<file path="config.mk">
export PLATFORM = sky130hd
export DESIGN_NAME = serial_to_parallel_hs
export DESIGN_NICKNAME = d
export VERILOG_FILES = /design/src/rtl/serial_to_parallel_hs.sv
export SDC_FILE = /design/constraint.sdc
export NUM_CORES = 1
export LEC_CHECK = 0
export ABC_CLOCK_PERIOD_IN_PS = 2500
export CORE_UTILIZATION = 35
export DETAILED_ROUTE_END_ITERATION = 7
export PLACE_DENSITY = 0.55
export SETUP_SLACK_MARGIN = 0.5
export SLEW_MARGIN = 20
export SYNTH_ARGS = -nofsm -noshare
export SYNTH_HDL_FRONTEND = slang
export SYNTH_SLANG_ARGS = --single-unit
export TNS_END_PERCENT = 10
</file>
<file path="constraint.sdc">
create_clock -name iCE_CLK -period 2.5 [get_ports iCE_CLK]
set_clock_uncertainty 0.2 [all_clocks]
set_input_delay 0.75 -clock iCE_CLK [delete_from_list [all_inputs] [get_ports iCE_CLK]]
set_output_delay 0.75 -clock iCE_CLK [all_outputs]
set_load 0.02 [all_outputs]
</file>
<file path="src/rtl/serial_to_parallel_hs.sv">
// Byte-to-word packer with ready/valid output, holding register and sticky overflow.
// Optional partial-word timeout enabled by defining STP_TIMEOUT_EN.
module serial_to_parallel_hs #(
  parameter int N              = 32,
  parameter bit MSB_FIRST      = 1'b1,
  parameter int TIMEOUT_CYCLES = 1024,
  localparam int BYTES         = N / 8,
  localparam int CW            = $clog2(BYTES)
) (
  input  logic          iCE_CLK,
  input  logic          rst_n,
  input  logic          rx_valid,
  input  logic [7:0]    rx_byte,
  output logic          rx_ready,
  input  logic          clear,
  output logic [N-1:0]  tx_bytes,
  output logic          tx_valid,
  input  logic          tx_ready,
  output logic [CW-1:0] byte_cnt,
  output logic          overflow,
  output logic          timeout
);

  localparam logic [CW-1:0] LAST = CW'(BYTES - 1);

  if (N % 8 != 0 || N < 16 || TIMEOUT_CYCLES < 2) begin : g_bad_param
    $error("serial_to_parallel_hs: illegal parameter set");
  end

  logic [N-1:0]  acc_q, acc_d, merged;
  logic [N-1:0]  tx_q, tx_d;
  logic [CW-1:0] cnt_q, cnt_d, lane;
  logic          txv_q, txv_d;
  logic          ovf_q, ovf_d;
  logic          stall, take;

  // Final lane of a word can only be written when the holding register is free or draining.
  assign stall    = (cnt_q == LAST) && txv_q && !tx_ready;
  assign take     = rx_valid && !stall && !clear;
  assign lane     = MSB_FIRST ? (LAST - cnt_q) : cnt_q;
  assign rx_ready = !stall;

  always_comb begin
    merged = acc_q;
    for (int i = 0; i < BYTES; i++)
      if (lane == CW'(i)) merged[i*8 +: 8] = rx_byte;
  end

`ifdef STP_TIMEOUT_EN
  localparam int IW = (TIMEOUT_CYCLES > 2) ? $clog2(TIMEOUT_CYCLES) : 1;
  localparam logic [IW-1:0] TLAST = IW'(TIMEOUT_CYCLES - 1);
  logic [IW-1:0] idle_q, idle_d;
  logic          to_q, to_d;
`endif

  always_comb begin
    acc_d = acc_q;
    cnt_d = cnt_q;
    tx_d  = tx_q;
    txv_d = txv_q;
    ovf_d = ovf_q;
    if (txv_q && tx_ready) txv_d = 1'b0;
    if (clear) begin
      acc_d = '0;
      cnt_d = '0;
      ovf_d = 1'b0;
    end else begin
      if (rx_valid && stall) ovf_d = 1'b1;
      if (take) begin
        if (cnt_q == LAST) begin
          tx_d  = merged;
          txv_d = 1'b1;
          acc_d = '0;
          cnt_d = '0;
        end else begin
          acc_d = merged;
          cnt_d = cnt_q + 1'b1;
        end
      end
    end
`ifdef STP_TIMEOUT_EN
    idle_d = idle_q;
    to_d   = 1'b0;
    // Idle count freezes while stalled so a blocked consumer never costs a partial word.
    if (clear || take || cnt_q == '0) begin
      idle_d = '0;
    end else if (!stall) begin
      if (idle_q == TLAST) begin
        idle_d = '0;
        acc_d  = '0;
        cnt_d  = '0;
        to_d   = 1'b1;
      end else begin
        idle_d = idle_q + 1'b1;
      end
    end
`endif
  end

  always_ff @(posedge iCE_CLK or negedge rst_n) begin
    if (!rst_n) begin
      acc_q <= '0;
      cnt_q <= '0;
      tx_q  <= '0;
      txv_q <= 1'b0;
      ovf_q <= 1'b0;
    end else begin
      acc_q <= acc_d;
      cnt_q <= cnt_d;
      tx_q  <= tx_d;
      txv_q <= txv_d;
      ovf_q <= ovf_d;
    end
  end

`ifdef STP_TIMEOUT_EN
  always_ff @(posedge iCE_CLK or negedge rst_n) begin
    if (!rst_n) begin
      idle_q <= '0;
      to_q   <= 1'b0;
    end else begin
      idle_q <= idle_d;
      to_q   <= to_d;
    end
  end
  assign timeout = to_q;
`else
  assign timeout = 1'b0;
`endif

  assign tx_bytes = tx_q;
  assign tx_valid = txv_q;
  assign byte_cnt = cnt_q;
  assign overflow = ovf_q;

endmodule

</file>
==> metrics <==
global-route wire length before repair=9.32 mm; global route overflow=0; cell family with most CP delay=buffers and inverters; Final Hold Slack=208 ps; Vias=1723; CTS H-Tree Depth=3; DRC Markers=0; max incr delay on CP=590 ps; Port Buffers=49; share of cells above drive strength 1=41.3%; Area growth syn-to-layout=30.5%; RSZ-0062 raised after global routing=yes; core area=slightly below 8000 um^2; Max Cap Viol=0; Syn Area/Cell=15.2 um^2; Critical R2R Launch=byte_cnt[1]; ANT cells=0; GRT Overall Usage=14.7%; Crit path required time=1550 ps; PwrDens=between 600 and 700 nW/um^2; Peak VDD IR=between 0.3 and 0.4 mV; Mapped Nets=~200; clock latency on the worst-skew pair=330 ps; CP Launch Type=flop; CP Capture Type=primary output; Netlist cell types=27; nets@finish=roughly 270; vias in the first global route=1721; total wire length=5.69 mm; Fin. Hold Viols=0; Starting Density=36.3%; ys async rst share=100%; # IOs=approximately 50; time the worst path needs with I/O delays and setup=between 2000 and 2500 ps; Post-Syn Area=2810 um^2; Final HPWL DP=3.65 mm; Worst EP arrival=~1300 ps; most frequent cells in the layout=dfrtp_1, mux2_4, mux2_2; placer congestion estimate=0.659; largest net degree at the start of global routing=slightly above 60; CTS tree=built; Layout Cells excl Fill=356; CP max stage cell=clkdlybuf4s50_1; CTS Buffer Depth=2; Hold Path Class=in -> async; Critical path origin=tx_bytes[21]; post-synthesis sequential area ratio=53.5%; CP Buf/Inv Count=1; Num CTS Buffers=9; commonest non-fill, non-tap cell in the layout=dfrtp_1; Leak=1.95 nW; Crit Path Class=reg -> out; hold_buf cts=0; Final period util=88.6%; Clock Sinks=60; dpl cells=341; ys flop type=dfrtp_1; Yosys reg bits=60; status=finished, final reports clean; Pins Over Slew Limit=0; row count=32; Peak Freq=roughly 0.45 GHz; Synth Warn #=0; final setup vio count=0; number of synthesized flops with an enable pin=0; worst path cell trace=clkdlybuf4s50_1; initial antenna violation count=0; postcts setup bufs=0; Clock transition at path regs=70 ps; Initial DRC Count=38; Routed WL per cell=between 15 and 20 um; die area=8380 um^2; synthesized instance count=~190; via/cell ratio=4.84; total power=approximately 2.3 mW; Die H=a little over 90 um; DRT antenna net count=0; drt pass-1 iters=4; worst-path fanout max=2; Root Buffer=clkbuf_8; chip width=91.5 um
==> timing repair <==
item	CTS	global route
pin swaps	0	1
setup endpoints to repair	93	90
resized for setup	50	14
==> area by class of cell <==
type	count	area (um^2)
Clock buffer	11	151
Clock inverter	4	25.0
Fill cell	684	4070
Inverter	3	11.3
Multi-Input combinational cell	108	1190
Sequential cell	60	1500
Tap cell	102	128
Timing Repair Buffer	68	651
==> synth_stat cells, types with 2 or more instances <==
| master | number | area share (%) |
|---|---|---|
| dfrtp_1 | 60 | 53 |
| o21a_1 | 3 | 0.80 |
| mux2_4 | 29 | 16 |
| nor2_1 | 2 | 0.27 |
| buf_2 | 8 | 1.4 |
| a21oi_2 | 3 | 0.94 |
| and2_0 | 3 | 0.67 |
| inv_1 | 3 | 0.40 |
| nand2b_1 | 2 | 0.45 |
| a22o_1 | 24 | 7.5 |
| mux2_2 | 27 | 11 |
| ha_1 | 4 | 1.8 |
| buf_12 | 3 | 2.1 |
==> path summary, 6_finish.rpt <==
| path | cells after the start | slack, ps | end |
|---|---|---|---|
| setup reg to reg | 7 | 400 | acc_q[24] |
| hold reg to reg | 1 | 300 | acc_q[25] |
| max in group asynchronous | 2 | 1610 | acc_q[29] |
| setup / recovery | 1 | 290 | tx_bytes[21] |
| min in group iCE_CLK | 1 | 300 | acc_q[25] |
| hold / removal | 2 | 210 | tx_bytes[16] |
==> routing by layer <==
layer | global-route usage [%] | share of wire [%] | up-vias
li1 | - | - | 810
met2 | 20.7 | 43 | 40
met3 | 4.36 | 4.6 | 5
met1 | 21.6 | 51 | 868
met4 | 4.37 | 0.90 | 0
met5 | 0 | 0 | -
==> state kept, by name, indices dropped and copies added, names as in the netlist <==
| name | count |
|---|---|
| acc_q | 24 |
| tx_bytes | 32 |
| byte_cnt | 2 |
| overflow | 1 |
| tx_valid | 1 |
==> power breakdown <==
| group | internal [mW] | switching, mW |
|---|---|---|
| Clock | 0.404 | 0.384 |
| Combinational | 0.234 | 0.213 |
| Sequential | 1.05 | 0.0408 |
==> kinds of logic after synthesis <==
logic type	after synthesis	synth area share, %
adder cells (fa/ha/maj)	4	1.78
buffers and inverters	17	4.81
other	1	0.134
AO/OA/AOI/OAI	34	10.3
AND/OR/NAND/NOR	13	3.12
multiplexers	56	26.3
flip-flops	60	53.5
==> through the flow <==
step	utilization [%]	TNS [ps]	instance area, um^2	setup slack (ps)
2_1_floorplan	-	0	2820	515
3_3_place_gp	45.1	-417	3490	-417
3_5_place_dp	45.1	-797	3490	-425
4_1_cts	46.9	0	3630	245
5_1_grt	47.4	0	3660	231
6_report	47.4	0	3660	285
No activity file was read; power rests on OpenSTA's default activity.
